## src/rtl/pong_pkg.sv

```systemverilog
// Shared types and constants for the Pong game controller.
package pong_pkg;

    // Width of a board coordinate (ball and paddle positions)
    localparam int BOARD_W = 6;
    // Width of a player score
    localparam int SCORE_W = 4;
    // Largest representable score; scores hold here instead of wrapping
    localparam int SCORE_MAX = (1 << SCORE_W) - 1;

    typedef enum logic [2:0] {
        IDLE,
        RUNNING,
        POINT,
        SERVE,
        GAME_OVER
    } state_e;

    // Add one point, holding at the top of the score range
    function automatic logic [SCORE_W-1:0] score_inc(input logic [SCORE_W-1:0] score);
        if (score == SCORE_W'(SCORE_MAX)) begin
            return score;
        end
        return score + 1'b1;
    endfunction

endpackage

```

## src/rtl/pong_paddle_hit.sv

```systemverilog
// Paddle hit test: the ball row lies within the rows the paddle covers.
// The comparison is widened by one bit so a paddle near the bottom of the
// coordinate range cannot wrap its lower edge back to the top.
module pong_paddle_hit
    import pong_pkg::*;
#(
    parameter int c_PADDLE_HEIGHT = 6
) (
    input  logic [BOARD_W-1:0] ball_y_i,
    input  logic [BOARD_W-1:0] paddle_y_i,
    output logic               hit_o
);

    localparam int EXT_W = BOARD_W + 1;

    logic [EXT_W-1:0] ball_ext;
    logic [EXT_W-1:0] top_ext;
    logic [EXT_W-1:0] bot_ext;

    assign ball_ext = {1'b0, ball_y_i};
    assign top_ext  = {1'b0, paddle_y_i};
    assign bot_ext  = top_ext + EXT_W'(c_PADDLE_HEIGHT - 1);

    assign hit_o = (ball_ext >= top_ext) && (ball_ext <= bot_ext);

endmodule

```

## src/rtl/pong_game_ctrl.sv

```systemverilog
// Pong game-level controller: gates the ball controller via o_Game_Active,
// scores missed returns, and declares the winner.
// Optional feature macro SERVE_DELAY_EN: after a point with no winner, wait
// c_SERVE_DELAY clocks in SERVE and resume play without a start press.
// Without it, play waits in IDLE for the next start press.
module pong_game_ctrl
    import pong_pkg::*;
#(
    parameter int c_GAME_WIDTH    = 40,
    parameter int c_GAME_HEIGHT   = 30,
    parameter int c_PADDLE_HEIGHT = 6,
    parameter int c_SCORE_LIMIT   = 9,
    parameter int c_SERVE_DELAY   = 25000000
) (
    input  logic               i_Clk,
    input  logic               i_Rst_L,
    input  logic               i_Start,
    input  logic [BOARD_W-1:0] i_Ball_X,
    input  logic [BOARD_W-1:0] i_Ball_Y,
    input  logic [BOARD_W-1:0] i_Paddle_Y_P1,
    input  logic [BOARD_W-1:0] i_Paddle_Y_P2,
    output logic               o_Game_Active,
    output logic [SCORE_W-1:0] o_P1_Score,
    output logic [SCORE_W-1:0] o_P2_Score,
    output logic               o_Game_Over,
    output logic               o_Winner
);

    // Configuration range checks
    if (c_GAME_WIDTH < 2 || c_GAME_WIDTH > (1 << BOARD_W)) begin : g_bad_width
        $error("pong_game_ctrl: c_GAME_WIDTH out of range");
    end
    if (c_GAME_HEIGHT < c_PADDLE_HEIGHT || c_GAME_HEIGHT > (1 << BOARD_W)) begin : g_bad_height
        $error("pong_game_ctrl: c_GAME_HEIGHT out of range");
    end
    if (c_PADDLE_HEIGHT < 1) begin : g_bad_paddle
        $error("pong_game_ctrl: c_PADDLE_HEIGHT must be at least 1");
    end
    if (c_SCORE_LIMIT < 1 || c_SCORE_LIMIT > SCORE_MAX) begin : g_bad_limit
        $error("pong_game_ctrl: c_SCORE_LIMIT out of range");
    end
    if (c_SERVE_DELAY < 1) begin : g_bad_delay
        $error("pong_game_ctrl: c_SERVE_DELAY must be at least 1");
    end

    localparam logic [SCORE_W-1:0] LIMIT    = SCORE_W'(c_SCORE_LIMIT);
    localparam logic [BOARD_W-1:0] P2_GOAL  = BOARD_W'(c_GAME_WIDTH - 1);

    state_e             state_q, state_d;
    logic               start_q;
    logic               start_pulse;
    logic [SCORE_W-1:0] p1_score_q, p1_score_d;
    logic [SCORE_W-1:0] p2_score_q, p2_score_d;
    logic               active_q, active_d;
    logic               over_q, over_d;
    logic               winner_q, winner_d;
    logic               hit_p1, hit_p2;
    logic               miss_p1, miss_p2;

`ifdef SERVE_DELAY_EN
    localparam int SERVE_CNT_W = (c_SERVE_DELAY > 1) ? $clog2(c_SERVE_DELAY) : 1;
    localparam logic [SERVE_CNT_W-1:0] SERVE_LAST = SERVE_CNT_W'(c_SERVE_DELAY - 1);

    logic [SERVE_CNT_W-1:0] serve_cnt_q, serve_cnt_d;
`endif

    pong_paddle_hit #(
        .c_PADDLE_HEIGHT(c_PADDLE_HEIGHT)
    ) u_hit_p1 (
        .ball_y_i  (i_Ball_Y),
        .paddle_y_i(i_Paddle_Y_P1),
        .hit_o     (hit_p1)
    );

    pong_paddle_hit #(
        .c_PADDLE_HEIGHT(c_PADDLE_HEIGHT)
    ) u_hit_p2 (
        .ball_y_i  (i_Ball_Y),
        .paddle_y_i(i_Paddle_Y_P2),
        .hit_o     (hit_p2)
    );

    // A miss is only possible at the goal column of that player
    assign miss_p1     = (i_Ball_X == '0) && !hit_p1;
    assign miss_p2     = (i_Ball_X == P2_GOAL) && !hit_p2;
    assign start_pulse = i_Start & ~start_q;

    // Remember last start level so a held switch starts only once
    always_ff @(posedge i_Clk or negedge i_Rst_L) begin
        if (!i_Rst_L) begin
            start_q <= 1'b0;
        end else begin
            start_q <= i_Start;
        end
    end

    // Next state, scores and registered outputs
    always_comb begin
        state_d    = state_q;
        p1_score_d = p1_score_q;
        p2_score_d = p2_score_q;
        winner_d   = winner_q;
`ifdef SERVE_DELAY_EN
        serve_cnt_d = serve_cnt_q;
`endif
        case (state_q)
            IDLE: begin
                if (start_pulse) begin
                    state_d = RUNNING;
                end
            end
            RUNNING: begin
                if (miss_p1) begin
                    p2_score_d = score_inc(p2_score_q);
                    state_d    = POINT;
                end else if (miss_p2) begin
                    p1_score_d = score_inc(p1_score_q);
                    state_d    = POINT;
                end
            end
            POINT: begin
                if (p1_score_q == LIMIT || p2_score_q == LIMIT) begin
                    state_d  = GAME_OVER;
                    winner_d = (p2_score_q == LIMIT);
                end else begin
`ifdef SERVE_DELAY_EN
                    state_d     = SERVE;
                    serve_cnt_d = '0;
`else
                    state_d = IDLE;
`endif
                end
            end
`ifdef SERVE_DELAY_EN
            SERVE: begin
                if (serve_cnt_q == SERVE_LAST) begin
                    state_d = RUNNING;
                end else begin
                    serve_cnt_d = serve_cnt_q + 1'b1;
                end
            end
`endif
            GAME_OVER: begin
                if (start_pulse) begin
                    p1_score_d = '0;
                    p2_score_d = '0;
                    state_d    = RUNNING;
                end
            end
            default: begin
                state_d = IDLE;
            end
        endcase
        // Outputs follow the state being entered so they are registered with it
        active_d = (state_d == RUNNING);
        over_d   = (state_d == GAME_OVER);
    end

    // State and output registers
    always_ff @(posedge i_Clk or negedge i_Rst_L) begin
        if (!i_Rst_L) begin
            state_q    <= IDLE;
            p1_score_q <= '0;
            p2_score_q <= '0;
            active_q   <= 1'b0;
            over_q     <= 1'b0;
            winner_q   <= 1'b0;
        end else begin
            state_q    <= state_d;
            p1_score_q <= p1_score_d;
            p2_score_q <= p2_score_d;
            active_q   <= active_d;
            over_q     <= over_d;
            winner_q   <= winner_d;
        end
    end

`ifdef SERVE_DELAY_EN
    // Serve hold counter
    always_ff @(posedge i_Clk or negedge i_Rst_L) begin
        if (!i_Rst_L) begin
            serve_cnt_q <= '0;
        end else begin
            serve_cnt_q <= serve_cnt_d;
        end
    end
`endif

    assign o_Game_Active = active_q;
    assign o_P1_Score    = p1_score_q;
    assign o_P2_Score    = p2_score_q;
    assign o_Game_Over   = over_q;
    assign o_Winner      = winner_q;

endmodule

```

## config.mk

```make
export PLATFORM = sky130hd
export DESIGN_NAME = pong_game_ctrl
export DESIGN_NICKNAME = d
export VERILOG_FILES = /design/src/rtl/pong_pkg.sv /design/src/rtl/pong_paddle_hit.sv /design/src/rtl/pong_game_ctrl.sv
export SDC_FILE = /design/constraint.sdc
export NUM_CORES = 1
export LEC_CHECK = 0
export CORE_ASPECT_RATIO = 0.75
export CORE_MARGIN = 2
export CORE_UTILIZATION = 50
export CTS_CLUSTER_SIZE = 20
export DETAILED_ROUTE_END_ITERATION = 7
export DONT_BUFFER_PORTS = 1
export GPL_ROUTABILITY_DRIVEN = 0
export SLEW_MARGIN = 40
export SYNTH_ARGS = -nofsm -noshare
export SYNTH_HDL_FRONTEND = slang
export SYNTH_SLANG_ARGS = --single-unit
export TNS_END_PERCENT = 20
```

## constraint.sdc

```tcl
create_clock -name i_Clk -period 2.53 [get_ports i_Clk]
set_clock_uncertainty 0.15 [all_clocks]
set_input_delay 0.3795 -clock i_Clk [delete_from_list [all_inputs] [get_ports i_Clk]]
set_output_delay 0.3795 -clock i_Clk [all_outputs]
set_load 0.05 [all_outputs]
```

Word level (Yosys, flattened, before mapping) --
Cells that the tools add are included.
Cells by class: add/sub/neg operators 4, order comparisons 4, equality and inequality tests 16, muxes and demuxes 20, bitwise operators 2, reductions and logical operators 14
Operators by type and width (number):
- two-way mux 4 bit | 6
- equality test 4 bit, second input constant | 4
- one-hot mux 4 bit (2 select lines) | 2
- adder 6 x 3 -> 7 bit, second input constant | 2
- less-or-equal comparator 6 x 7 -> 1 bit | 2
- greater-or-equal comparator 6 bit | 2
- two-way mux 3 bit | 4
- one-hot mux 3 bit (3 select lines) | 1
- adder 4 x 1 -> 4 bit, second input constant | 2
- != test 2 bit, second input constant | 4
- two-way mux 1 bit | 7
- equality test 3 x 1 -> 1 bit, second input constant | 2
- equality test 3 bit, second input constant | 2
- equality test 6 bit, second input constant | 1
- zero test 6 bit | 1
- != test 3 bit, second input constant | 2
- AND reduction 5 bit | 1
- logical AND 1 bit | 4
- AND reduction 4 bit | 1
- equality test 3 x 2 -> 1 bit, second input constant | 1
- zero test 3 bit | 1
- zero test 1 bit | 2
- AND reduction 2 bit | 1
- nonzero test 2 bit | 1
- 4 further kinds | 4
Storage, ports and cells: register bits 15, bits of input ports 27, output and inout bits 11, logic and storage cells 67

Longest topological paths before layout --
Gate-level depths: netlist of the first run.
depth in word-level cells 12, gate-level depth with buffers 10

Modules after synthesis --
From an unflattened synthesis of the first run, not the netlist that was laid out.
Second synthesis, totals: cells, all modules 167, area, all modules 1503.9 um^2
Modules (own cells, without submodules):
- pong_game_ctrl | instances 1, cells an instance 77, area an instance 785.8 um^2
- pong_paddle_hit | instances 2, cells an instance 45, area an instance 359.1 um^2

Least setup slack after synthesis of the first run --
OpenSTA, ideal clock, no wires.
kind in2reg, start input i_Paddle_Y_P1[0], end register p2_score_q[0], in the netlist o_P2_Score[0], arrival 2.292 ns, data required time 2.255 ns, setup slack -0.037 ns, cell stages on the path 9, buffers on the path 0, path through ha_1 -> o21ai_0 -> xnor2_1 -> ha_1 -> a211o_1 -> a31oi_1 -> o32ai_2 -> o21bai_1 -> mux2_2
On the way: cells in the longest elaborated chain, start to end 7, elaborated cells between the ends (all ways) 8
Ends and longest elaborated chain:
- from (decl) | line pong_game_ctrl.sv:20 | input logic [BOARD_W-1:0] i_Paddle_Y_P1,
- adder 6 x 3 -> 7 bit | line pong_paddle_hit.sv:22 | assign bot_ext = top_ext + EXT_W'(c_PADDLE_HEIGHT - 1);
- less-or-equal comparator 6 x 7 -> 1 bit | line pong_paddle_hit.sv:24 | assign hit_o = (ball_ext >= top_ext) && (ball_ext <= bot_ext);
- logical AND 1 bit * | line pong_paddle_hit.sv:24
- zero test 1 bit * | line pong_game_ctrl.sv:84 | assign miss_p1 = (i_Ball_X == '0) && !hit_p1;
- logical AND 1 bit * | line pong_game_ctrl.sv:84
- != test 2 bit (no source line) *
- AND reduction 4 bit (no source line) *
- to (signal assigned) | line pong_game_ctrl.sv:171 | p2_score_q <= p2_score_d;
- to (decl) | line pong_game_ctrl.sv:53 | logic [SCORE_W-1:0] p2_score_q, p2_score_d;
Mark *: on every way between the ends. The rest lies on a longest branch, timed or not. A chain may end at the register's enable or synchronous reset.

Worst setup path after layout of the first run --
start input i_Paddle_Y_P2[0], end register state_q[1]
On the way: cells in the longest elaborated chain, start to end 8, elaborated cells between the ends (all ways) 9
Ends and longest elaborated chain:
- from (decl) | line pong_game_ctrl.sv:21 | input logic [BOARD_W-1:0] i_Paddle_Y_P2,
- adder 6 x 3 -> 7 bit | line pong_paddle_hit.sv:22
- less-or-equal comparator 6 x 7 -> 1 bit | line pong_paddle_hit.sv:24
- logical AND 1 bit * | line pong_paddle_hit.sv:24
- zero test 1 bit * | line pong_game_ctrl.sv:85 | assign miss_p2 = (i_Ball_X == P2_GOAL) && !hit_p2;
- logical AND 1 bit * | line pong_game_ctrl.sv:85
- two-way mux 3 bit * | line pong_game_ctrl.sv:116 | end else if (miss_p2) begin
- two-way mux 3 bit * | line pong_game_ctrl.sv:113 | if (miss_p1) begin
- one-hot mux 3 bit (3 select lines) * | line pong_game_ctrl.sv:106 | case (state_q)
- net state_d[1] | line pong_game_ctrl.sv:49 | state_e state_q, state_d;
- to (signal assigned) | line pong_game_ctrl.sv:169 | state_q <= state_d;
- to (decl) | line pong_game_ctrl.sv:49
Mark *: on every way through the listed nets, which the timed path passes. The rest lies on a longest branch.

==> impl_results.html, run 1 <==
<table>
<tr><th>Metric</th><th>Value</th></tr>
<tr><th colspan="2">Timing</th></tr>
<tr><td>Least-Margin Pin Slew</td><td>698 ps</td></tr>
<tr><td>Achievable clock frequency</td><td>0.415 GHz</td></tr>
<tr><td>Tightest slew margin relative to the limit</td><td>0.533</td></tr>
<tr><td>Hold slack</td><td>319 ps</td></tr>
<tr><td>Final critical-path required period</td><td>2410 ps</td></tr>
<tr><td>Number of failing hold endpoints at the final stage</td><td>0</td></tr>
<tr><td>Setup repair after global routing missed its margin</td><td>false</td></tr>
<tr><td>Final cycle utilization of the critical path</td><td>0.951</td></tr>
<tr><td>Final setup violating endpoints</td><td>0</td></tr>
<tr><td>Final total negative setup slack</td><td>0 ps</td></tr>
<tr><td>Max Slew Vio Count</td><td>0</td></tr>
<tr><th colspan="2">Floorplanning</th></tr>
<tr><td>Die height</td><td>52.7 um</td></tr>
<tr><td>Cell row count</td><td>17</td></tr>
<tr><td>Core box area</td><td>2980 um2</td></tr>
<tr><td>Starting utilization of the core area</td><td>0.532</td></tr>
<tr><td>Die area</td><td>3640 um2</td></tr>
<tr><td>Width of the die</td><td>69.0 um</td></tr>
<tr><td>Number of I/O pins</td><td>38</td></tr>
<tr><th colspan="2">Setup path</th></tr>
<tr><td>Maximum fanout along the worst path</td><td>4</td></tr>
<tr><td>Category of the worst setup path capture point</td><td>flip-flop</td></tr>
<tr><td>Slowest-stage cell, CP</td><td>sky130_fd_sc_hd__a2111o_1</td></tr>
<tr><td>Kind of critical path</td><td>in -&gt; reg</td></tr>
<tr><td>Startpoint kind of the worst setup timing path</td><td>input pin</td></tr>
<tr><td>Crit path cell chain</td><td>ha_1 -&gt; xor2_1 -&gt; ha_1 -&gt; a21oi_1 -&gt; a21oi_1 -&gt; a2111o_1 -&gt; a21o_1 -&gt; or2_2 -&gt; and2_1</td></tr>
<tr><td>Stage delay of the slowest cell on the critical path</td><td>430 ps</td></tr>
<tr><td>R2r setup slk</td><td>510 ps</td></tr>
<tr><td>Arrival time at the worst endpoint</td><td>2400 ps</td></tr>
<tr><td>Worst EP required</td><td>2520 ps</td></tr>
<tr><th colspan="2">Power</th></tr>
<tr><td>Leakage power of the design</td><td>0.000845 uW</td></tr>
<tr><td>P per Cell Area</td><td>678 nW/um2</td></tr>
<tr><td>Peak supply drop</td><td>0.706 mV</td></tr>
<tr><td>Total power after layout</td><td>1220 uW</td></tr>
<tr><th colspan="2">Yosys</th></tr>
<tr><td>Netlist cell types</td><td>47</td></tr>
<tr><td>Post-Syn Instances</td><td>182</td></tr>
<tr><td>Count of flip-flops with a built-in enable after synthesis</td><td>0</td></tr>
<tr><td>Yosys top cell area share</td><td>0.237</td></tr>
<tr><td>Mapped Area</td><td>1580 um2</td></tr>
<tr><td>Avg Synthesized Cell Area</td><td>8.70 um2</td></tr>
<tr><td>Sequential area share after synthesis</td><td>0.237</td></tr>
<tr><td>Top cells by area in the synthesized netlist</td><td>sky130_fd_sc_hd__dfrtp_1 (24%), sky130_fd_sc_hd__ha_1 (24%), sky130_fd_sc_hd__inv_1 (4.3%)</td></tr>
<tr><td>Yosys Warn Count</td><td>0</td></tr>
<tr><td>Top cell types by occurrence after synthesis</td><td>sky130_fd_sc_hd__ha_1 (30), sky130_fd_sc_hd__inv_1 (18), sky130_fd_sc_hd__dfrtp_1 (15), sky130_fd_sc_hd__nand2_1 (12), sky130_fd_sc_hd__o21ai_0 (12)</td></tr>
<tr><td>Register bit count reported by yosys</td><td>15</td></tr>
<tr><td>Most frequently used flop master after synthesis</td><td>sky130_fd_sc_hd__dfrtp_1</td></tr>
<tr><td>Most instantiated library cell after synthesis</td><td>sky130_fd_sc_hd__ha_1</td></tr>
<tr><td>Cell type with the highest aggregate area in the netlist</td><td>sky130_fd_sc_hd__dfrtp_1</td></tr>
<tr><td>Total nets after synthesis</td><td>239</td></tr>
<tr><td>Proportion of synthesized flip-flops having asynchronous set or reset</td><td>1.00</td></tr>
<tr><th colspan="2">Clock network</th></tr>
<tr><td>Post-CTS Setup Inserts</td><td>0</td></tr>
<tr><td>Htree depth</td><td>1</td></tr>
<tr><td>Clock insertion delay at the later pin of the skew report</td><td>250 ps</td></tr>
<tr><td>Clock slew at reported path FFs</td><td>60 ps</td></tr>
<tr><td>CTS Buffer Depth</td><td>2</td></tr>
<tr><td>Clock sinks</td><td>15</td></tr>
<tr><td>Clock Root Buffer</td><td>sky130_fd_sc_hd__clkbuf_8</td></tr>
<tr><td>CTS Buf Count</td><td>3</td></tr>
<tr><td>Cells resized by post-CTS repair</td><td>0</td></tr>
<tr><td>Clock tree from TritonCTS</td><td>yes</td></tr>
<tr><th colspan="2">Placed design</th></tr>
<tr><td>Half-perimeter wire length after detailed placement</td><td>3140 um</td></tr>
<tr><td>Number of cells after detailed placement</td><td>232</td></tr>
<tr><td># port buffers</td><td>0</td></tr>
<tr><th colspan="2">Hold path</th></tr>
<tr><td>Hold Crit Class</td><td>in -&gt; reg</td></tr>
<tr><th colspan="2">Routing</th></tr>
<tr><td>Antenna-violating nets left</td><td>0</td></tr>
<tr><td>Total Routed Length</td><td>3690 um</td></tr>
<tr><td>First-pass DRT Iterations</td><td>4</td></tr>
<tr><td>Count of routing violations after the opening detailed-route iteration</td><td>50</td></tr>
<tr><td>DR vias</td><td>1,401</td></tr>
<tr><td>Number of remaining DRC errors</td><td>0</td></tr>
<tr><td>Average vias per placed instance</td><td>5.89</td></tr>
<tr><td>Wire length per cell after detailed routing</td><td>15.5 um</td></tr>
<tr><th colspan="2">Final layout</th></tr>
<tr><td>FILL cells</td><td>286</td></tr>
<tr><td>Ant. Diodes</td><td>0</td></tr>
<tr><td>Post-layout nets</td><td>258</td></tr>
<tr><td>Share of layout cells above drive strength 1</td><td>0.130</td></tr>
<tr><td>Area growth syn-to-layout</td><td>13.3%</td></tr>
<tr><td>Number of standard cells in the layout, taps in and fillers out</td><td>238</td></tr>
<tr><th colspan="2">GRT</th></tr>
<tr><td>Number of global-route vias before repair</td><td>1,355</td></tr>
<tr><td>Initial antenna violation count</td><td>0</td></tr>
<tr><td>Global-route wire length before repair</td><td>6110 um</td></tr>
<tr><td>Total overflow reported by the global router</td><td>0</td></tr>
<tr><td>Global router's overall resource usage</td><td>0.231</td></tr>
<tr><td>Maximum number of pins on one net before global-route repair</td><td>16</td></tr>
<tr><th colspan="2">Flow run</th></tr>
<tr><td>Max-capacitance violation count</td><td>0</td></tr>
<tr><th colspan="2">Status</th></tr>
<tr><td>Outcome</td><td>finished clean</td></tr>
</table>
==> through the flow <==
step                 util  cell area [um2]  setup slack, ps
global route        0.603             1790             5.25
finish              0.603             1790              123
floorplan               -             1580            -7.67
CTS                 0.603             1790              125
global placement    0.581             1730            -67.7
detailed placement  0.581             1730             -146
==> critical path: cells and delay by family <==
family	cells	cell delay [ps]
XOR/XNOR	1	150
adder cells (fa/ha/maj)	2	530
AO/OA/AOI/OAI	4	880
AND/OR/NAND/NOR	2	450
==> power breakdown <==
group / total [uW] / switching, uW / leakage (uW) / internal (uW)
logic: 658 / 422 / 0.000636 / 236
clock network: 197 / 85.2 / 0.0000228 / 112
registers: 361 / 62.5 / 0.000186 / 298
==> state kept, by name (all words and copies together) (netlist names) <==
signal / cells
start_q: 1
o_P1_Score: 4
o_P2_Score: 4
state_q: 3
o_Game_Active: 1
o_Winner: 1
o_Game_Over: 1
==> cells in the final DEF, fill, tap and decap left out, drive strengths merged, types with 2 or more instances in the layout <==
cell | netlist | routed
nand3b | 2 | 2
and2 | 6 | 6
o21ai | 13 | 13
nand2 | 12 | 12
xor2 | 3 | 3
o32ai | 2 | 2
o2111ai | 2 | 2
inv | 18 | 18
nand3 | 7 | 7
nand4 | 3 | 3
dlygate4sd3 | 0 | 2
buf | 0 | 14
mux2 | 3 | 3
xnor2 | 6 | 6
or3 | 2 | 2
a211oi | 2 | 2
a211o | 2 | 2
o22ai | 2 | 2
o2bb2ai | 2 | 2
nor2 | 10 | 10
nor3 | 3 | 3
a21oi | 12 | 12
and3 | 2 | 2
clkbuf | 2 | 4
ha | 30 | 30
a21o | 2 | 2
dfrtp | 15 | 15
a31oi | 2 | 2
nor4 | 2 | 2
==> layer usage <==
layer	GRT usage	routed length [um]	vias up	part of all wire
met2	0.369	1640	28	0.44
met1	0.319	1870	661	0.51
met4	0.0294	16	0	0.0043
met3	0.0624	169	3	0.046
met5	0	0	-	0
li1	-	-	709	-
==> layout make-up <==
cell class	instances	area, um2	share of cell area
timing repair buffer	16	125	0.0697
clock buffer	4	45.0	0.0251
inverter	18	67.6	0.0377
sequential	15	375	0.209
multi-input combinational	147	1130	0.632
tap	38	47.5	0.0265
==> cells by family after synthesis <==
kind of cell	after synthesis	share of synthesized area
adders and majority gates	30	0.237
buffers and inverters	20	0.0474
DFF	15	0.237
muxes	4	0.0276
and+or+nand+nor	56	0.197
AOI/OAI and AO/OA	48	0.205
xor gates and xnor gates	9	0.0498
==> path summary, 6_finish.rpt <==
path | start | end | cells after the start
setup / recovery | i_Paddle_Y_P2[0] | state_q[1]$_DFF_PN0_ | 9
hold / removal | i_Start | state_q[0]$_DFF_PN0_ | 2
setup reg to reg | o_P1_Score[0]$_DFFE_PN0P_ | o_P1_Score[3]$_DFFE_PN0P_ | 6
hold reg to reg | start_q$_DFF_PN0_ | state_q[0]$_DFF_PN0_ | 2
max in group asynchronous | i_Rst_L | o_P2_Score[1]$_DFFE_PN0P_ | 1
min in group asynchronous | i_Rst_L | o_P1_Score[3]$_DFFE_PN0P_ | 1
==> what timing repair did <==
action                                  4_1_cts  5_1_grt
hold buffers                                  2        0
hold endpoints to repair                     16        0
endpoints found under the setup margin        0        0
No activity file was read; power rests on OpenSTA's default activity.
==> run 2: changes to the inputs <==
--- a/config.mk
+++ b/config.mk
@@ -12,6 +12,7 @@
 export DETAILED_ROUTE_END_ITERATION = 7
 export DONT_BUFFER_PORTS = 1
 export GPL_ROUTABILITY_DRIVEN = 0
+export PLACE_DENSITY = 0.68
 export SLEW_MARGIN = 40
 export SYNTH_ARGS = -nofsm -noshare
 export SYNTH_HDL_FRONTEND = slang
==> impl_results.html, run 2 (synthesized netlist as in run 1, its figures left out) <==
<table>
<tr><th>Metric</th><th>Value</th></tr>
<tr><th colspan="2">Timing</th></tr>
<tr><td>Final setup violating endpoints</td><td>0 (unchanged)</td></tr>
<tr><td>Final critical-path required period</td><td>2390 ps (-18.6 ps)</td></tr>
<tr><td>Final WS setup</td><td>142 ps (+18.6 ps)</td></tr>
<tr><td>Final cycle utilization of the critical path</td><td>0.944 (-0.00735)</td></tr>
<tr><td>Least-Margin Pin Slew</td><td>713 ps (+15.6 ps)</td></tr>
<tr><td>Setup repair after global routing missed its margin</td><td>false</td></tr>
<tr><td>Max Slew Vio Count</td><td>0 (unchanged)</td></tr>
<tr><td>Final total negative setup slack</td><td>0 ps (unchanged)</td></tr>
<tr><td>Tightest slew margin relative to the limit</td><td>0.523 (-0.0105)</td></tr>
<tr><td>Achievable clock frequency</td><td>0.419 GHz (+0.78%)</td></tr>
<tr><td>Number of failing hold endpoints at the final stage</td><td>0 (unchanged)</td></tr>
<tr><th colspan="2">Setup path</th></tr>
<tr><td>Crit path cell chain</td><td>ha_1 -&gt; xor2_1 -&gt; ha_1 -&gt; a21oi_2 -&gt; a21oi_1 -&gt; a2111o_1 -&gt; a21o_1 -&gt; or2_2 -&gt; and2_1</td></tr>
<tr><td>Number of cells traversed by the worst register-to-register path</td><td>5 (-1)</td></tr>
<tr><td>Number of buffer and inverter stages on the critical path</td><td>0 (unchanged)</td></tr>
<tr><td>Reg2reg end</td><td>o_P1_Score[3]$_DFFE_PN0P_</td></tr>
<tr><td>Delay-heaviest family, CP</td><td>compound AO/OA/AOI/OAI gates</td></tr>
<tr><td>R2r setup slk</td><td>490 ps (-20 ps)</td></tr>
<tr><td>Crit path top cell by count</td><td>sky130_fd_sc_hd__ha_1</td></tr>
<tr><td>Kind of critical path</td><td>in -&gt; reg</td></tr>
<tr><td>Crit Reg-Reg Startpoint</td><td>state_q[0]$_DFF_PN0_</td></tr>
<tr><td>Category of the worst setup path capture point</td><td>flip-flop</td></tr>
<tr><td>Worst EP required</td><td>2520 ps (about the same)</td></tr>
<tr><td>Slowest-stage cell, CP</td><td>sky130_fd_sc_hd__a2111o_1</td></tr>
<tr><td>Arrival time at the worst endpoint</td><td>2380 ps (-20 ps)</td></tr>
<tr><td>Stage delay of the slowest cell on the critical path</td><td>400 ps (-30 ps)</td></tr>
<tr><td>Startpoint kind of the worst setup timing path</td><td>input pin</td></tr>
<tr><td>Maximum fanout along the worst path</td><td>4 (unchanged)</td></tr>
<tr><th colspan="2">Final layout</th></tr>
<tr><td>Post-layout nets</td><td>257 (-0.39%)</td></tr>
<tr><td>Share of layout cells above drive strength 1</td><td>0.136 (+0.00568)</td></tr>
<tr><td>Highest-count cells in the layout ignoring fill and taps</td><td>sky130_fd_sc_hd__ha_1 (30), sky130_fd_sc_hd__inv_1 (18), sky130_fd_sc_hd__dfrtp_1 (15)</td></tr>
<tr><td>Ant. Diodes</td><td>0 (unchanged)</td></tr>
<tr><td>Area growth syn-to-layout</td><td>13.4%</td></tr>
<tr><td>Fraction of the core area covered by cells at the end of the flow</td><td>0.603 (+0.000840)</td></tr>
<tr><td>Most common cell after layout, fill and taps aside</td><td>sky130_fd_sc_hd__ha_1</td></tr>
<tr><th colspan="2">Routing</th></tr>
<tr><td>Wire length per cell after detailed routing</td><td>15.5 um (+0.23%)</td></tr>
<tr><td>Count of routing violations after the opening detailed-route iteration</td><td>51 (+2.0%)</td></tr>
<tr><td>DR vias</td><td>1,436 (+2.5%)</td></tr>
<tr><td>Average vias per placed instance</td><td>6.06 (+2.9%)</td></tr>
<tr><td>Number of remaining DRC errors</td><td>0 (unchanged)</td></tr>
<tr><td>Antenna-violating nets left</td><td>0 (unchanged)</td></tr>
<tr><td>First-pass DRT Iterations</td><td>4 (unchanged)</td></tr>
<tr><td>Total Routed Length</td><td>3680 um (-0.19%)</td></tr>
<tr><th colspan="2">Floorplanning</th></tr>
<tr><td>Core box area</td><td>2980 um2 (unchanged)</td></tr>
<tr><td>Cell row count</td><td>17 (unchanged)</td></tr>
<tr><td>Die height</td><td>52.7 um (unchanged)</td></tr>
<tr><td>Width of the die</td><td>69.0 um (unchanged)</td></tr>
<tr><td>Starting utilization of the core area</td><td>0.532 (unchanged)</td></tr>
<tr><td>Number of I/O pins</td><td>38 (unchanged)</td></tr>
<tr><td>Die area</td><td>3640 um2 (unchanged)</td></tr>
<tr><th colspan="2">Flow run</th></tr>
<tr><td>Max-capacitance violation count</td><td>0 (unchanged)</td></tr>
<tr><th colspan="2">Clock network</th></tr>
<tr><td>Htree depth</td><td>1 (unchanged)</td></tr>
<tr><td>Clock tree from TritonCTS</td><td>yes</td></tr>
<tr><td>CTS Buffer Depth</td><td>2 (unchanged)</td></tr>
<tr><td>Clock sinks</td><td>15 (unchanged)</td></tr>
<tr><td>Clock Root Buffer</td><td>sky130_fd_sc_hd__clkbuf_8</td></tr>
<tr><td>Clock slew at reported path FFs</td><td>60 ps (about the same)</td></tr>
<tr><td>Clock insertion delay at the later pin of the skew report</td><td>250 ps (about the same)</td></tr>
<tr><td>CTS Buf Count</td><td>3 (unchanged)</td></tr>
<tr><td>Post-CTS Setup Inserts</td><td>0 (unchanged)</td></tr>
<tr><th colspan="2">Hold path</th></tr>
<tr><td>Worst Hold Path Cells</td><td>2 (unchanged)</td></tr>
<tr><td>Hold Crit Endpoint</td><td>state_q[0]$_DFF_PN0_</td></tr>
<tr><td>Hold Crit Class</td><td>in -&gt; reg</td></tr>
<tr><td>Worst hold start</td><td>i_Start</td></tr>
<tr><th colspan="2">Power</th></tr>
<tr><td>P per Cell Area</td><td>686 nW/um2 (+1.2%)</td></tr>
<tr><td>Peak supply drop</td><td>0.523 mV (-26%)</td></tr>
<tr><td>Leakage power of the design</td><td>0.000842 uW (-0.34%)</td></tr>
<tr><th colspan="2">Status</th></tr>
<tr><td>Outcome</td><td>finished clean</td></tr>
<tr><th colspan="2">Placed design</th></tr>
<tr><td>Half-perimeter wire length after detailed placement</td><td>3070 um (-2.0%)</td></tr>
<tr><td># port buffers</td><td>0 (unchanged)</td></tr>
<tr><td>Post-placement worst setup slack</td><td>-124 ps (+21.3 ps)</td></tr>
<tr><th colspan="2">GRT</th></tr>
<tr><td>Global router's overall resource usage</td><td>0.232 (+0.000905)</td></tr>
<tr><td>Total overflow reported by the global router</td><td>0 (unchanged)</td></tr>
<tr><td>Maximum number of pins on one net before global-route repair</td><td>16 (unchanged)</td></tr>
<tr><td>Number of global-route vias before repair</td><td>1,396 (+3.0%)</td></tr>
<tr><td>Global-route wire length before repair</td><td>6270 um (+2.7%)</td></tr>
<tr><td>Initial antenna violation count</td><td>0 (unchanged)</td></tr>
</table>
[run 2: cell count changes in the layout (fill, tap and decap cells not counted), sizes merged]
cell  previous run  this run
buf             14        13
[run 2: per-layer routing]
layer / up-vias / track usage / wire length [um]
met5: - / 0 / 0
met1: 697 / 0.313 / 1750
li1: 703 / - / -
met4: 0 / 0.0196 / 14
met2: 34 / 0.389 / 1760
met3: 2 / 0.0559 / 165
[run 2: how the worst max path moves through the flow]
stage                           startpoint                 endpoint  slack (ps)  depth (start not counted)
after floorplan           i_Paddle_Y_P2[0]     state_q[1]$_DFF_PN0_          -8                          9
after global placement    i_Paddle_Y_P2[0]  o_Game_Active$_DFF_PN0_         -70                          9
after detailed placement  i_Paddle_Y_P2[0]     state_q[1]$_DFF_PN0_        -120                          9
after CTS                 i_Paddle_Y_P2[0]  o_Game_Active$_DFF_PN0_         110                          9
after global routing      i_Paddle_Y_P2[0]     state_q[1]$_DFF_PN0_          20                          9
final                     i_Paddle_Y_P2[0]     state_q[1]$_DFF_PN0_         140                          9
[run 2: final cells by class]
type | instances | area [um2]
inverter | 18 | 67.6
fill | 277 | 1180
multi-input combinational | 147 | 1140
tap | 38 | 47.5
sequential | 15 | 375
clock buffer | 4 | 45.0
timing repair buffer | 15 | 118
[run 2: stage by stage]
step / std cells / total power (uW) / area, um2 / hold slack (ps)
floorplan: 182 / 852 / 1580 / -66.1
global placement: 231 / 991 / 1720 / -65.7
detailed placement: 231 / 1020 / 1720 / -65.7
CTS: 236 / 1230 / 1780 / 4.56
global route: 237 / 1330 / 1800 / 342
finish: 237 / 1230 / 1800 / 335
[run 2: where the power goes]
group / internal, uW / switching, uW
Combinational: 241 / 434
Clock: 112 / 87.2
Sequential: 298 / 60.4
Total: 651 / 581
[run 2: what timing repair did]
item                       in CTS  in global routing
hold buffers                    1                  1
setup endpoints to repair       0                  1
gates resized for setup         0                  2
hold endpoints to repair       15                  1
==> run 3: changes to the inputs <==
--- a/config.mk
+++ b/config.mk
@@ -13,7 +13,7 @@
 export DONT_BUFFER_PORTS = 1
 export GPL_ROUTABILITY_DRIVEN = 0
 export PLACE_DENSITY = 0.68
-export SLEW_MARGIN = 40
+export REMOVE_ABC_BUFFERS = 1
 export SYNTH_ARGS = -nofsm -noshare
 export SYNTH_HDL_FRONTEND = slang
 export SYNTH_SLANG_ARGS = --single-unit
==> impl_results.html, run 3 (synthesized netlist as in run 1, its figures left out) <==
<table>
<tr><th>Metric</th><th>Value</th></tr>
<tr><th colspan="2">Routing</th></tr>
<tr><td>Average vias per placed instance</td><td>5.88 (-2.9%)</td></tr>
<tr><td>Total Routed Length</td><td>3680 um (-0.24%)</td></tr>
<tr><td>Antenna-violating nets left</td><td>0 (unchanged)</td></tr>
<tr><td>Number of remaining DRC errors</td><td>0 (unchanged)</td></tr>
<tr><td>DR vias</td><td>1,400 (-2.5%)</td></tr>
<tr><td>Count of routing violations after the opening detailed-route iteration</td><td>54 (+5.9%)</td></tr>
<tr><td>Wire length per cell after detailed routing</td><td>15.4 um (-0.66%)</td></tr>
<tr><td>First-pass DRT Iterations</td><td>4 (unchanged)</td></tr>
<tr><th colspan="2">Timing</th></tr>
<tr><td>Final cycle utilization of the critical path</td><td>0.943 (-0.00136)</td></tr>
<tr><td>Max Slew Vio Count</td><td>0 (unchanged)</td></tr>
<tr><td>Achievable clock frequency</td><td>0.419 GHz (+0.14%)</td></tr>
<tr><td>Final setup violating endpoints</td><td>0 (unchanged)</td></tr>
<tr><td>Final critical-path required period</td><td>2390 ps (-3.44 ps)</td></tr>
<tr><td>Least-Margin Pin Slew</td><td>675 ps (-38.5 ps)</td></tr>
<tr><td>Tightest slew margin relative to the limit</td><td>0.549 (+0.0257)</td></tr>
<tr><td>Number of failing hold endpoints at the final stage</td><td>0 (unchanged)</td></tr>
<tr><td>Setup repair after global routing missed its margin</td><td>false</td></tr>
<tr><th colspan="2">Floorplanning</th></tr>
<tr><td>Core box area</td><td>2980 um2 (unchanged)</td></tr>
<tr><td>Die area</td><td>3640 um2 (unchanged)</td></tr>
<tr><td>Die height</td><td>52.7 um (unchanged)</td></tr>
<tr><td>Number of I/O pins</td><td>38 (unchanged)</td></tr>
<tr><td>Cell row count</td><td>17 (unchanged)</td></tr>
<tr><td>Starting utilization of the core area</td><td>0.532 (unchanged)</td></tr>
<tr><td>Width of the die</td><td>69.0 um (unchanged)</td></tr>
<tr><th colspan="2">Power</th></tr>
<tr><td>P per Cell Area</td><td>685 nW/um2 (-0.11%)</td></tr>
<tr><td>Leakage power of the design</td><td>0.000847 uW (+0.53%)</td></tr>
<tr><td>Combinational cell fraction of total power</td><td>0.545 (-0.003)</td></tr>
<tr><td>Switching part of the total</td><td>0.474 (+0.00231)</td></tr>
<tr><td>Part of the total power dissipated in sequential elements</td><td>0.291 (about the same)</td></tr>
<tr><td>Clock power frac</td><td>0.164 (+0.003)</td></tr>
<tr><td>Int Pwr</td><td>647 uW (-0.61%)</td></tr>
<tr><td>Switching power</td><td>583 uW (+0.31%)</td></tr>
<tr><td>Peak supply drop</td><td>0.703 mV (+34%)</td></tr>
<tr><th colspan="2">GRT</th></tr>
<tr><td>Global router's overall resource usage</td><td>0.223 (-0.00875)</td></tr>
<tr><td>Number of global-route vias before repair</td><td>1,350 (-3.3%)</td></tr>
<tr><td>Maximum number of pins on one net before global-route repair</td><td>16 (unchanged)</td></tr>
<tr><td>Initial antenna violation count</td><td>0 (unchanged)</td></tr>
<tr><td>Global-route wire length before repair</td><td>5970 um (-4.8%)</td></tr>
<tr><td>Total overflow reported by the global router</td><td>0 (unchanged)</td></tr>
<tr><th colspan="2">Clock network</th></tr>
<tr><td>CTS Buf Count</td><td>3 (unchanged)</td></tr>
<tr><td>Htree depth</td><td>1 (unchanged)</td></tr>
<tr><td>Clock Root Buffer</td><td>sky130_fd_sc_hd__clkbuf_8</td></tr>
<tr><td>Clock tree from TritonCTS</td><td>yes</td></tr>
<tr><td>Clock insertion delay at the later pin of the skew report</td><td>250 ps (about the same)</td></tr>
<tr><td>CTS Buffer Depth</td><td>2 (unchanged)</td></tr>
<tr><td>Clock sinks</td><td>15 (unchanged)</td></tr>
<tr><td>Cells resized by post-CTS repair</td><td>0 (unchanged)</td></tr>
<tr><td>Post-CTS Setup Inserts</td><td>0 (unchanged)</td></tr>
<tr><td>Clock slew at reported path FFs</td><td>70 ps (about the same)</td></tr>
<tr><th colspan="2">Final layout</th></tr>
<tr><td>FILL cells</td><td>259 (-6.5%)</td></tr>
<tr><td>Ant. Diodes</td><td>0 (unchanged)</td></tr>
<tr><td>Cell area after layout</td><td>1800 um2 (about the same)</td></tr>
<tr><td>Most common cell after layout, fill and taps aside</td><td>sky130_fd_sc_hd__ha_1</td></tr>
<tr><td>Highest-count cells in the layout ignoring fill and taps</td><td>sky130_fd_sc_hd__ha_1 (30), sky130_fd_sc_hd__inv_1 (18), sky130_fd_sc_hd__dfrtp_1 (15)</td></tr>
<tr><td>Area growth syn-to-layout</td><td>13.3% (about the same)</td></tr>
<tr><td>Share of layout cells above drive strength 1</td><td>0.135 (-0.000678)</td></tr>
<tr><td>Number of standard cells in the layout, taps in and fillers out</td><td>238 (+0.42%)</td></tr>
<tr><td>Post-layout nets</td><td>258 (+0.39%)</td></tr>
<tr><th colspan="2">Setup path</th></tr>
<tr><td>Worst EP required</td><td>2520 ps (about the same)</td></tr>
<tr><td>Startpoint kind of the worst setup timing path</td><td>input pin</td></tr>
<tr><td>Slowest-stage cell, CP</td><td>sky130_fd_sc_hd__mux2_2</td></tr>
<tr><td>Delay-heaviest family, CP</td><td>compound AO/OA/AOI/OAI gates</td></tr>
<tr><td>Crit path top cell by count</td><td>sky130_fd_sc_hd__ha_1</td></tr>
<tr><td>Crit path cell chain</td><td>ha_1 -&gt; o21ai_0 -&gt; xnor2_1 -&gt; ha_1 -&gt; a211o_1 -&gt; a31oi_1 -&gt; o32ai_2 -&gt; o21bai_1 -&gt; mux2_2</td></tr>
<tr><td>Maximum fanout along the worst path</td><td>4 (unchanged)</td></tr>
<tr><td>Category of the worst setup path capture point</td><td>flip-flop</td></tr>
<tr><td>Stage delay of the slowest cell on the critical path</td><td>360 ps (-40 ps)</td></tr>
<tr><td>Arrival time at the worst endpoint</td><td>2370 ps (about the same)</td></tr>
<tr><td>Kind of critical path</td><td>in -&gt; reg</td></tr>
<tr><td>Number of buffer and inverter stages on the critical path</td><td>0 (unchanged)</td></tr>
<tr><th colspan="2">Placed design</th></tr>
<tr><td>Number of cells after detailed placement</td><td>232 (+0.43%)</td></tr>
<tr><td>Total placed instance area</td><td>1730 um2 (+0.44%)</td></tr>
<tr><td># port buffers</td><td>0 (unchanged)</td></tr>
<tr><td>Half-perimeter wire length after detailed placement</td><td>3080 um (+0.14%)</td></tr>
<tr><th colspan="2">Hold path</th></tr>
<tr><td>Hold Crit Class</td><td>in -&gt; reg</td></tr>
<tr><th colspan="2">Flow run</th></tr>
<tr><td>Max-capacitance violation count</td><td>0 (unchanged)</td></tr>
<tr><th colspan="2">Status</th></tr>
<tr><td>Outcome</td><td>finished clean</td></tr>
</table>
[run 3: cell count changes in the layout (fill, tap and decap cells not counted), sizes merged]
cell    change
clkinv      +1
clkbuf      -1
buf         +1
[run 3: path summary, 6_finish.rpt]
path,startpoint,end,slack [ps],cells past startpoint
max,i_Paddle_Y_P1[0],o_P2_Score[1]$_DFFE_PN0P_,140,9
min,i_Start,state_q[0]$_DFF_PN0_,310,2
max reg2reg,o_P1_Score[0]$_DFFE_PN0P_,o_P1_Score[3]$_DFFE_PN0P_,490,6
min reg2reg,start_q$_DFF_PN0_,state_q[0]$_DFF_PN0_,430,2
max in group asynchronous,i_Rst_L,o_P2_Score[0]$_DFFE_PN0P_,1350,1
min in group asynchronous,i_Rst_L,o_P1_Score[1]$_DFFE_PN0P_,450,1
[run 3: layer usage]
layer	share of wire	track usage	wire length, um
met5	0	0	0
met4	0.0079	0.0294	29
met3	0.055	0.0710	202
met2	0.45	0.357	1650
met1	0.49	0.301	1790
[run 3: power by group through the flow]
stage,combinational [uW],clock [uW],sequential (uW)
2_1_floorplan,313,0,534
4_1_cts,670,202,358
3_3_place_gp,635,0,359
3_5_place_dp,657,0,362
6_report,671,201,358
5_1_grt,739,215,365
[run 3: repair_timing]
action                                  in CTS  in global routing
endpoints found under the setup margin       0                  0
endpoints found under the hold margin       15                  1
hold buffers                                 1                  1
[run 3: final cells by class]
type,instances,area [um2],share of cell area
inverters,18,67.6,0.0376
flip-flops and latches,15,375,0.209
well taps,38,47.5,0.0265
repair buffers,16,125,0.0697
multi-input cells,147,1130,0.631
clock buffers,3,41.3,0.0230
clock inverters,1,5.00,0.00279
[run 3: stage by stage]
| step | power (uW) | util | setup slack [ps] | hold slack [ps] | TNS, ps |
|---|---|---|---|---|---|
| floorplan | 847 | - | -36.8 | -66.1 | -108 |
| global placement | 993 | 0.581 | -107 | -65.7 | -481 |
| detailed placement | 1020 | 0.581 | -135 | -65.8 | -685 |
| CTS | 1230 | 0.600 | 144 | 2.92 | 0 |
| global route | 1320 | 0.603 | 5.05 | 316 | 0 |
| finish | 1230 | 0.603 | 145 | 314 | 0 |
